--- src/rtl/iotest_sequencer_if.sv ---
// iotest_sequencer_if: harness, result and DUT-pin bundle for the I/O test sequencer
interface iotest_sequencer_if;
    logic start, abort, dut_reset, busy, done, pass;
    logic [11:0] pat_out, dut_out, err_mask;
    logic [15:0] err_count, first_err;
    modport master (
        output start, abort, dut_out,
        input dut_reset, pat_out, busy, done, pass, err_mask, err_count, first_err
    );
    modport slave (
        input start, abort, dut_out,
        output dut_reset, pat_out, busy, done, pass, err_mask, err_count, first_err
    );
endinterface

--- src/rtl/iotest_sequencer.sv ---
// iotest_sequencer: drives LFSR patterns into the 12-pin I/O datapath and checks its outputs against a model
module iotest_sequencer #(
    parameter int NUM_PATTERNS = 64,
    parameter int LAT = 0,
    parameter logic [11:0] SEED = 12'hACE
) (
    input logic clock,
    input logic reset,
    iotest_sequencer_if.slave io
);
    localparam logic [2:0] S_IDLE = 3'd0, S_RST = 3'd1, S_RUN = 3'd2, S_DRAIN = 3'd3, S_DONE = 3'd4;
    localparam int D = LAT > 0 ? LAT : 1;
    localparam int EW = 12 * D;
    localparam int KW = 16 * D;
    localparam logic [11:0][11:0] MASKS = {
        12'h0F0, 12'hF00, 12'h03F, 12'hFC0, 12'h0F0, 12'hF0F,
        12'h333, 12'hCCC, 12'h555, 12'hAAA, 12'hFFF, 12'h000
    };
    logic [2:0] state_q, state_d;
    logic [11:0] lfsr_q, lfsr_d;
    logic [15:0] k_q, k_d;
    logic [3:0] idx_q, idx_d;
    logic [1:0] cnt_q, cnt_d;
    logic [11:0] err_mask_q, err_mask_d;
    logic [15:0] err_count_q, err_count_d, first_err_q, first_err_d;
    logic [D-1:0] vld_q, vld_d;
    logic [D-1:0][11:0] exp_q, exp_d;
    logic [D-1:0][15:0] kd_q, kd_d;
    logic [11:0] exp_now, cmp_exp;
    logic [15:0] cmp_k;
    logic run, last, cmp_vld, miss;
    always_comb begin
        exp_now = '0;
        for (int i = 0; i < 12; i++) exp_now[i] = (idx_q == 4'(i + 1)) ^ (^(lfsr_q & MASKS[i]));
    end
    assign run = state_q == S_RUN;
    assign last = k_q == 16'(NUM_PATTERNS - 1);
    assign cmp_vld = LAT == 0 ? run : vld_q[D-1];
    assign cmp_exp = LAT == 0 ? exp_now : exp_q[D-1];
    assign cmp_k = LAT == 0 ? k_q : kd_q[D-1];
    assign miss = cmp_vld && !io.abort && io.dut_out != cmp_exp;
    always_comb begin
        state_d = state_q;
        lfsr_d = lfsr_q;
        k_d = k_q;
        idx_d = idx_q == 4'd11 ? 4'd0 : idx_q + 4'd1;
        cnt_d = cnt_q + 2'd1;
        err_mask_d = miss ? err_mask_q | (io.dut_out ^ cmp_exp) : err_mask_q;
        err_count_d = miss && err_count_q != 16'hFFFF ? err_count_q + 16'd1 : err_count_q;
        first_err_d = miss && first_err_q == 16'hFFFF ? cmp_k : first_err_q;
        vld_d = io.abort ? '0 : D'({vld_q, run});
        exp_d = EW'({exp_q, exp_now});
        kd_d = KW'({kd_q, k_q});
        if (io.abort) begin
            state_d = S_IDLE;
        end else if (io.start && (state_q == S_IDLE || state_q == S_DONE)) begin
            state_d = S_RST;
            lfsr_d = SEED;
            k_d = 16'd0;
            err_mask_d = '0;
            err_count_d = '0;
            first_err_d = 16'hFFFF;
        end else if (state_q == S_RST) begin
            state_d = S_RUN;
            idx_d = 4'd0;
        end else if (run) begin
            // the last pattern stays in the LFSR so DRAIN can keep driving it
            lfsr_d = last ? lfsr_q : {lfsr_q[10:0], ^(lfsr_q & 12'h829)};
            k_d = k_q + 16'd1;
            cnt_d = 2'd0;
            state_d = last ? (LAT > 0 ? S_DRAIN : S_DONE) : S_RUN;
        end else if (state_q == S_DRAIN && cnt_q == 2'(LAT - 1)) begin
            state_d = S_DONE;
        end
    end
    always_ff @(posedge clock) begin
        if (reset) begin
            state_q <= S_IDLE;
            lfsr_q <= SEED;
            k_q <= '0;
            idx_q <= '0;
            cnt_q <= '0;
            err_mask_q <= '0;
            err_count_q <= '0;
            first_err_q <= 16'hFFFF;
            vld_q <= '0;
            exp_q <= '0;
            kd_q <= '0;
        end else begin
            state_q <= state_d;
            lfsr_q <= lfsr_d;
            k_q <= k_d;
            idx_q <= idx_d;
            cnt_q <= cnt_d;
            err_mask_q <= err_mask_d;
            err_count_q <= err_count_d;
            first_err_q <= first_err_d;
            vld_q <= vld_d;
            exp_q <= exp_d;
            kd_q <= kd_d;
        end
    end
    assign io.dut_reset = state_q == S_RST;
    assign io.pat_out = (run || state_q == S_DRAIN) ? lfsr_q : '0;
    assign io.busy = state_q == S_RST || run || state_q == S_DRAIN;
    assign io.done = state_q == S_DONE;
    assign io.pass = state_q == S_DONE && err_count_q == 16'd0;
    assign io.err_mask = err_mask_q;
    assign io.err_count = err_count_q;
    assign io.first_err = first_err_q;
endmodule

--- src/flat_wrapper.sv ---
// flat-port wrapper written by rule: the top's interface ports become plain ports
module iotest_sequencer_flat 
#(
    parameter int NUM_PATTERNS = 64,
    parameter int LAT = 0,
    parameter logic [11:0] SEED = 12'hACE
)
  (clock, reset, io_start, io_abort, io_dut_out, io_dut_reset, io_pat_out, io_busy, io_done, io_pass, io_err_mask, io_err_count, io_first_err);
  iotest_sequencer_if io_i ();
  input logic clock;
  input logic reset;
  input wire logic [$bits(io_i.start)-1:0] io_start;
  input wire logic [$bits(io_i.abort)-1:0] io_abort;
  input wire logic [$bits(io_i.dut_out)-1:0] io_dut_out;
  output wire logic [$bits(io_i.dut_reset)-1:0] io_dut_reset;
  output wire logic [$bits(io_i.pat_out)-1:0] io_pat_out;
  output wire logic [$bits(io_i.busy)-1:0] io_busy;
  output wire logic [$bits(io_i.done)-1:0] io_done;
  output wire logic [$bits(io_i.pass)-1:0] io_pass;
  output wire logic [$bits(io_i.err_mask)-1:0] io_err_mask;
  output wire logic [$bits(io_i.err_count)-1:0] io_err_count;
  output wire logic [$bits(io_i.first_err)-1:0] io_first_err;
  assign io_i.start = io_start;
  assign io_i.abort = io_abort;
  assign io_i.dut_out = io_dut_out;
  assign io_dut_reset = io_i.dut_reset;
  assign io_pat_out = io_i.pat_out;
  assign io_busy = io_i.busy;
  assign io_done = io_i.done;
  assign io_pass = io_i.pass;
  assign io_err_mask = io_i.err_mask;
  assign io_err_count = io_i.err_count;
  assign io_first_err = io_i.first_err;
  iotest_sequencer #(.NUM_PATTERNS(NUM_PATTERNS), .LAT(LAT), .SEED(SEED)) u_core (.clock(clock), .reset(reset), .io(io_i));
endmodule
--- config.mk ---
export PLATFORM = sky130hd
export DESIGN_NAME = iotest_sequencer_flat
export DESIGN_NICKNAME = d
export VERILOG_FILES = /design/src/rtl/iotest_sequencer_if.sv /design/src/rtl/iotest_sequencer.sv /design/src/flat_wrapper.sv
export SDC_FILE = /design/constraint.sdc
export NUM_CORES = 1
export LEC_CHECK = 0
export CAP_MARGIN = 10
export CELL_PAD_IN_SITES_DETAIL_PLACEMENT = 0
export CELL_PAD_IN_SITES_GLOBAL_PLACEMENT = 1
export CORE_MARGIN = 4
export CORE_UTILIZATION = 35
export CTS_CLUSTER_DIAMETER = 150
export CTS_CLUSTER_SIZE = 20
export DETAILED_ROUTE_END_ITERATION = 10
export PLACE_DENSITY_LB_ADDON = 0.1
export SETUP_SLACK_MARGIN = 0.05
export SLEW_MARGIN = 20
export SYNTH_ARGS = -nofsm -noshare
export SYNTH_HDL_FRONTEND = slang
export SYNTH_SLANG_ARGS = --single-unit
export TNS_END_PERCENT = 50
--- constraint.sdc ---
create_clock -name clock -period 2.6 [get_ports clock]
set_clock_uncertainty 0.05 [all_clocks]
set_input_delay 0.52 -clock clock [delete_from_list [all_inputs] [get_ports clock]]
set_output_delay 0.52 -clock clock [all_outputs]
set_load 0.02 [all_outputs]
==> results_dict.tcl, run 1 <==
set metrics [dict create \
    run_status "finished clean" \
    slowest_delay_ps 510 \
    cap_violations 0 \
    die_w_um 117.2 \
    dr.pass1.iters 4 \
    io_pins 76 \
    crit_path_top_delay_cell "or4_1" \
    yosys.area_share.simple_pct 26.64 \
    dieArea_um2 13740 \
    holdWs_ps 391.9 \
    insertion_delay_ps 340 \
    syn_nets 512 \
    ys_warn_count 0 \
    start_kind "flop" \
    async_reset_ff_share_pct 0 \
    synth-adder-area-share_pct 2.397 \
    hpwl_um 8320 \
    cts_htree_levels 3 \
    min_period_ps 2583 \
    synth_cells 488 \
    route.detailed.drc 0 \
    n_antenna_cell 0 \
    synth-compound-area-share_pct 12.26 \
    core_area_um2 11560 \
    clock_sinks 81 \
    worst_slew_pin_slew_ps 651.5 \
    final_common_cell "dfxtp_1" \
    rows 39 \
    synth_xor_area_share_pct 14.35 \
    leakage_nw 2.365 \
    place.gp.congestion 0.8082 \
    ant_nets 0 \
    synth_top_family_by_area "simple AND/OR/NAND/NOR gates" \
    cp_num_buf_inv 3 \
    worst_r2r_endpoint "u_core.io.err_count[8]" \
    hold_viol_final 0 \
    clock_power_share_pct 40.1 \
    path_class "reg2reg" \
    post_dp_cell_area_um2 5463 \
    final_cell_area_um2 5957 \
    maxSlewViolCount 0 \
    p_sw_w 0.0008513 \
    synth.distinct_cells 45 \
    yosysSeqAreaShare_pct 38.84 \
    switching_share_pct 26.60 \
    p_int_w 0.002349 \
    syn_to_final_growth_pct 42.67 \
    antenna_found_initial 0 \
    vias_per_cell 5.066 \
    reg2reg_depth 10 \
    routed_wire_length_per_instance_um 14.94 \
    clk_pin_slew_ps 60 \
    rsz0062_at_grt "true" \
    critPathMaxFanout 9 \
    drt_iter0_markers 178 \
    cts_inserted_buffers 9 \
    seq_area_um2 1628 \
    fill_cells 1107 \
    drt-total-wl_um 11380 \
    crit_path_end "u_core.io.err_count[8]" \
    crit_family "XOR/XNOR gates" \
    r2r_start "u_core.lfsr_q[0]" \
    start_util_pct 36.10 \
    p_seq_share_pct 41.5 \
    cts-root-buf "clkbuf_16" \
    crit_chain "buf_4 -> xnor2_2 -> xnor2_2 -> buf_4 -> xor2_1 -> nor2_1 -> o211a_4 -> buf_4 -> or4_1 -> a21oi_2" \
    relSlewSlack_pct 56.54 \
    fin_nets 639 \
    setup.worst_path.start "u_core.lfsr_q[0]" \
    synth_top_flop_cell "dfxtp_1" \
    p_comb_share_pct 18.4 \
    final_cell_mix "dfxtp_1 (76), clkdlybuf4s50_1 (74), nand2_1 (65), buf_4 (57), nor2_1 (47)" \
    multi_input_area_um2 2569 \
    synth_area_um2 4175 \
    period_share_pct 99.34 \
    vias 3860 \
    powerDensity_nw_per_um2 537.2 \
    grt_start_max_net_pins 23 \
    grt_pass1_wl_um 18240 \
    worst-r2r-setup-slack_ps 20 \
    drive_gt1_share_pct 18.42 \
    synth-edff-count 0 \
    min_path_type "reg2reg" \
    max_freq_mhz 387.2 \
    portBuffers 75 \
    fp.dieH_um 117.2 \
    vdd_ir_drop_max_uv 363.1 \
    setup_viol 0 \
    synth_mux_area_share_pct 2.158 \
    holdCritStartpoint "u_core.cnt_q[0]" \
    grt-ovfl-total 0 \
    ys_ff_latch 81 \
    cp.depth 10 \
    clockBufferDepth 2 \
    grt_pass1_vias 3654 \
    syn_area_per_cell_um2 8.556 \
    cp.required_ps 2830 \
    cp-end-kind "flop" \
    worstPathArrival_ps 2810 \
    final_util_pct 51.51 \
    cts_tree "yes" \
    path_common_cell "buf_4" \
    grt_usage_pct 16.95 \
]
layout make-up:
| class | count | share of cell area [%] |
|---|---|---|
| multi-input cells | 380 | 43.12 |
| flip-flops and latches | 81 | 27.33 |
| repair buffers | 136 | 21.11 |
| clock buffers | 10 | 4.012 |
| well taps | 143 | 3.004 |
| clock inverters | 5 | 0.9452 |
| inverters | 7 | 0.4831 |
sequential cells by signal, indices dropped and copies added, names as in the netlist:
register and cells:
u_core.io.first_err 16, u_core.cmp_k 16, u_core.idx_q 4, u_core.state_q 3
u_core.cnt_q 2, u_core.io.err_mask 12, u_core.io.err_count 16, u_core.lfsr_q 12
what timing repair did:
item,CTS,global route
resized for setup,19,12
setup buffers,2,2
cloned,0,1
pin swaps,18,4
hold buffers,0,0
endpoints found under the setup margin,24,45
power by group through the flow:
| stage | combinational (W) | sequential [W] | clock [W] |
|---|---|---|---|
| final | 0.000590 | 0.00133 | 0.00128 |
| after global routing | 0.000645 | 0.00133 | 0.00137 |
| after CTS | 0.000584 | 0.00133 | 0.00132 |
| after detailed placement | 0.000555 | 0.00135 | 0 |
| after floorplan | 0.000281 | 0.00138 | 0 |
| after global placement | 0.000550 | 0.00135 | 0 |
cells by family (layout without fill, tap and decap cells):
logic type / count (synthesis) / after routing
and+or+nand+nor: 222 / 222
DFF: 81 / 81
AOI/OAI and AO/OA: 76 / 76
xor gates and xnor gates: 65 / 65
buffers and inverters: 27 / 158
muxes: 9 / 9
adders and majority gates: 8 / 8
worst min-delay path by stage:
stage                           end  depth (start not counted)
global placement    u_core.cnt_q[0]                          1
finish              u_core.cnt_q[0]                          1
floorplan           u_core.cnt_q[0]                          1
detailed placement  u_core.cnt_q[0]                          1
CTS                 u_core.cnt_q[0]                          1
global route        u_core.cnt_q[0]                          1
through the flow:
step	std cells	TNS, ps	worst slack, ps	power [W]
2_1_floorplan	488	0	76.90	0.001658
3_3_place_gp	742	-6327	-273.7	0.001900
3_5_place_dp	742	-7896	-294.3	0.001904
4_1_cts	759	0	1.256	0.003226
5_1_grt	762	-1936	-105.0	0.003351
6_report	762	0	17.23	0.003200
cells in the mapped netlist, drive strengths merged (2+ instances only):
| cell | count | area [um^2] |
|---|---|---|
| dfxtp | 81 | 1622 |
| nand2 | 65 | 244.0 |
| nor2 | 47 | 176.4 |
| xnor2 | 39 | 364.1 |
| xor2 | 26 | 235.2 |
| a21oi | 25 | 125.1 |
| nand3 | 23 | 115.1 |
| o31ai | 22 | 165.2 |
| and3 | 15 | 93.84 |
| clkbuf | 15 | 56.30 |
| and2 | 14 | 87.58 |
| or4 | 13 | 97.59 |
| o21ai | 12 | 60.05 |
| nand4 | 10 | 62.56 |
| mux2i | 9 | 90.09 |
| ha | 8 | 100.1 |
| inv | 7 | 26.28 |
| nand3b | 6 | 45.04 |
| nor2b | 6 | 37.54 |
| nor3 | 6 | 35.03 |
| nor4 | 6 | 37.54 |
| buf | 5 | 57.55 |
| nor3b | 5 | 37.54 |
| nand2b | 3 | 18.77 |
| o211ai | 3 | 22.52 |
| o21a | 3 | 22.52 |
| or3 | 3 | 23.77 |
| a211oi | 2 | 15.01 |
| a22o | 2 | 17.52 |
| o211a | 2 | 27.53 |
routing by layer:
layer / share of wire [%] / up-vias / GRT usage, %
li1: - / 1961 / -
met1: 48 / 1806 / 22.62
met2: 47 / 76 / 26.92
met3: 4.0 / 17 / 3.702
met4: 1.6 / 0 / 6.193
met5: 0 / - / 0
(Power assumes the default switching activity.)
==> run 2: changes to the inputs <==
Settings changed: ABC_AREA set to 1, CORE_MARGIN 4 to 2, CORE_UTILIZATION 35 to 34.
==> run 2 against run 1 <==
Critical endpoint is now io_pat_out[10]. Sequential power shrank 3%. Power down 1.3%. Largest power group is now clock. Combinational power fell by 22%. Count of clock-buffer cells in the layout unchanged.
==> results_dict.tcl, run 2 <==
set metrics [dict create \
    reg2reg_depth 11 \
    synth_cells 735 \
    insertion_delay_ps 350 \
    grt_start_max_net_pins 31 \
    core_area_um2 13770 \
    final_util_pct 46.05 \
    ys_ff_latch 81 \
    synth_top_flop_cell "dfxtp_1" \
    worst_slew_pin_slew_ps 384.6 \
    min_path_type "reg2reg" \
    synth.distinct_cells 40 \
    rows 43 \
    synthDominantCellAreaShare_pct 34.13 \
    die_w_um 122.2 \
    grt_pass1_vias 4773 \
    drt_iter0_markers 329 \
    finalNonFillerCells 1025 \
    cp.required_ps 2030 \
    hold_end "u_core.cnt_q[0]" \
    fp.dieH_um 122.2 \
    final_cell_mix "nand2_1 (255), inv_1 (76), clkdlybuf4s50_1 (74), dfxtp_1 (68), nor2_1 (66)" \
    grt_pass1_wl_um 23320 \
    syn_nets 759 \
    route.detailed.drc 0 \
    leakage_nw 2.849 \
    portBuffers 75 \
    cts_htree_levels 3 \
    run_status "finished clean" \
    start_kind "flop" \
    io_pins 76 \
    ant_nets 0 \
    path_class "reg2out" \
    min_period_ps 2369 \
    syn_area_per_cell_um2 6.464 \
    dp.cells 1004 \
    hpwl_um 11120 \
    cap_violations 0 \
    synthMostInstantiatedCell "nand2_1" \
    clockBufferDepth 2 \
    cts-root-buf "clkbuf_16" \
    worst_r2r_endpoint "u_core.io.err_count[12]" \
    clk_pin_slew_ps 70 \
    cp-end-kind "primary output" \
    final_cell_area_um2 6342 \
    syn_to_final_growth_pct 33.50 \
    total_power_w 0.003158 \
    max_freq_mhz 422.1 \
    clock_sinks 81 \
    hold_viol_final 0 \
    yosysSeqAreaShare_pct 34.13 \
    grt-ovfl-total 0 \
    async_reset_ff_share_pct 0 \
    grt_usage_pct 20.08 \
    n_antenna_cell 0 \
    maxSlewViolCount 0 \
    holdCritStartpoint "u_core.cnt_q[0]" \
    powerDensity_nw_per_um2 497.9 \
    cts_inserted_buffers 9 \
    worstPathArrival_ps 1800 \
    drive_gt1_share_pct 13.25 \
    place.gp.congestion 0.8503 \
    synth_top_area_cell "dfxtp_1" \
    final_common_cell "nand2_1" \
    synth-edff-count 0 \
    min_path_cells 1 \
    cts_tree "yes" \
    setup_viol 0 \
    drt-total-wl_um 14660 \
    post_dp_cell_area_um2 5888 \
    dr.pass1.iters 5 \
    relSlewSlack_pct 74.28 \
    vias 5027 \
    cts_hold_buffers 0 \
    fin_nets 864 \
    synthTopCellsByCount "nand2_1 (260), inv_1 (82), dfxtp_1 (81)" \
    r2r_start "u_core.io.err_count[0]" \
    period_share_pct 91.13 \
    vias_per_cell 4.904 \
    rsz0062_at_grt "true" \
    vdd_ir_drop_max_uv 306.9 \
    dieArea_um2 14930 \
    synth_area_um2 4751 \
    start_util_pct 34.49 \
    ys_warn_count 0 \
    critPathMaxFanout 12 \
    worst-r2r-setup-slack_ps 230 \
    routed_wire_length_per_instance_um 14.30 \
    antenna_found_initial 0 \
    synth_area_leaders "dfxtp_1 (34%), nand2_1 (21%), inv_1 (6.5%), nand3_1 (5.6%), nor2_1 (5.3%)" \
    tns_ps 0 \
]
## run 2: metrics by stage
| stage | worst slack, ps | hold WS (ps) |
|---|---|---|
| after floorplan | 438.7 | 358.4 |
| after global placement | 68.41 | 369.3 |
| after detailed placement | 47.91 | 378.4 |
| after CTS | 101.6 | 388.2 |
| after global routing | 32.87 | 409.6 |
| final | 230.7 | 387.4 |
## run 2: power by group
group | internal (W) | switching [W] | total (W) | leakage (nW)
sequential | 0.00126 | 0.0000286 | 0.00129 | 0.658
combinational | 0.000171 | 0.000292 | 0.000463 | 2.03
clock | 0.000847 | 0.000554 | 0.00140 | 0.157
total | 0.00228 | 0.000875 | 0.00316 | 2.85
## run 2: timing repair
item                       CTS  global route
setup endpoints to repair    1            53
cloned                       0             1
buffers inserted             0             4
pin swaps                    0             2
gates resized for setup      2            36
## run 2: cells by family (layout without fill, tap and decap cells)
family | Yosys count | count (layout) | share of synthesized area (%)
flops | 81 | 81 | 34.13
buf+inv | 106 | 215 | 9.086
compound gates | 81 | 81 | 11.54
simple gates | 444 | 445 | 40.37
fa+ha+maj | 8 | 8 | 2.107
xor+xnor | 15 | 15 | 2.765
## run 2: layout make-up
cell class	count	area, um^2
Clock buffer	10	229.0
Multi-Input combinational cell	549	2784
Timing Repair Buffer	109	1030
Sequential cell	81	1638
Clock inverter	6	91.34
Tap cell	180	225.2
Fill cell	1461	7431
Inverter	90	345.3
## run 2: how the worst max path moves through the flow
stage	to	startpoint	slack [ps]
2_1_floorplan	u_core.io.first_err[10]	u_core.idx_q[0]	440
3_3_place_gp	u_core.io.first_err[15]	io_dut_out[10]	70
3_5_place_dp	u_core.io.first_err[4]	io_dut_out[7]	50
4_1_cts	u_core.io.err_count[6]	u_core.idx_q[0]	100
5_1_grt	u_core.io.err_count[12]	u_core.io.err_count[0]	30
6_report	io_pat_out[10]	u_core.state_q[1]	230
## run 2: worst max-delay path, cell delays in order, from the launching register on
cell and delay [ps]:
dfxtp_1 370, inv_2 50, nor2_1 150, inv_2 140
nor2_1 130, clkdlybuf4s50_1 610
## run 2: metal layers
metal | GRT usage [%] | vias to the layer above | wire (um)
met3 | 2.762 | 22 | 479
met4 | 8.261 | 0 | 337
met5 | 0 | - | 0
li1 | - | 2592 | -
met1 | 25.71 | 2299 | 6817
met2 | 33.85 | 114 | 7022
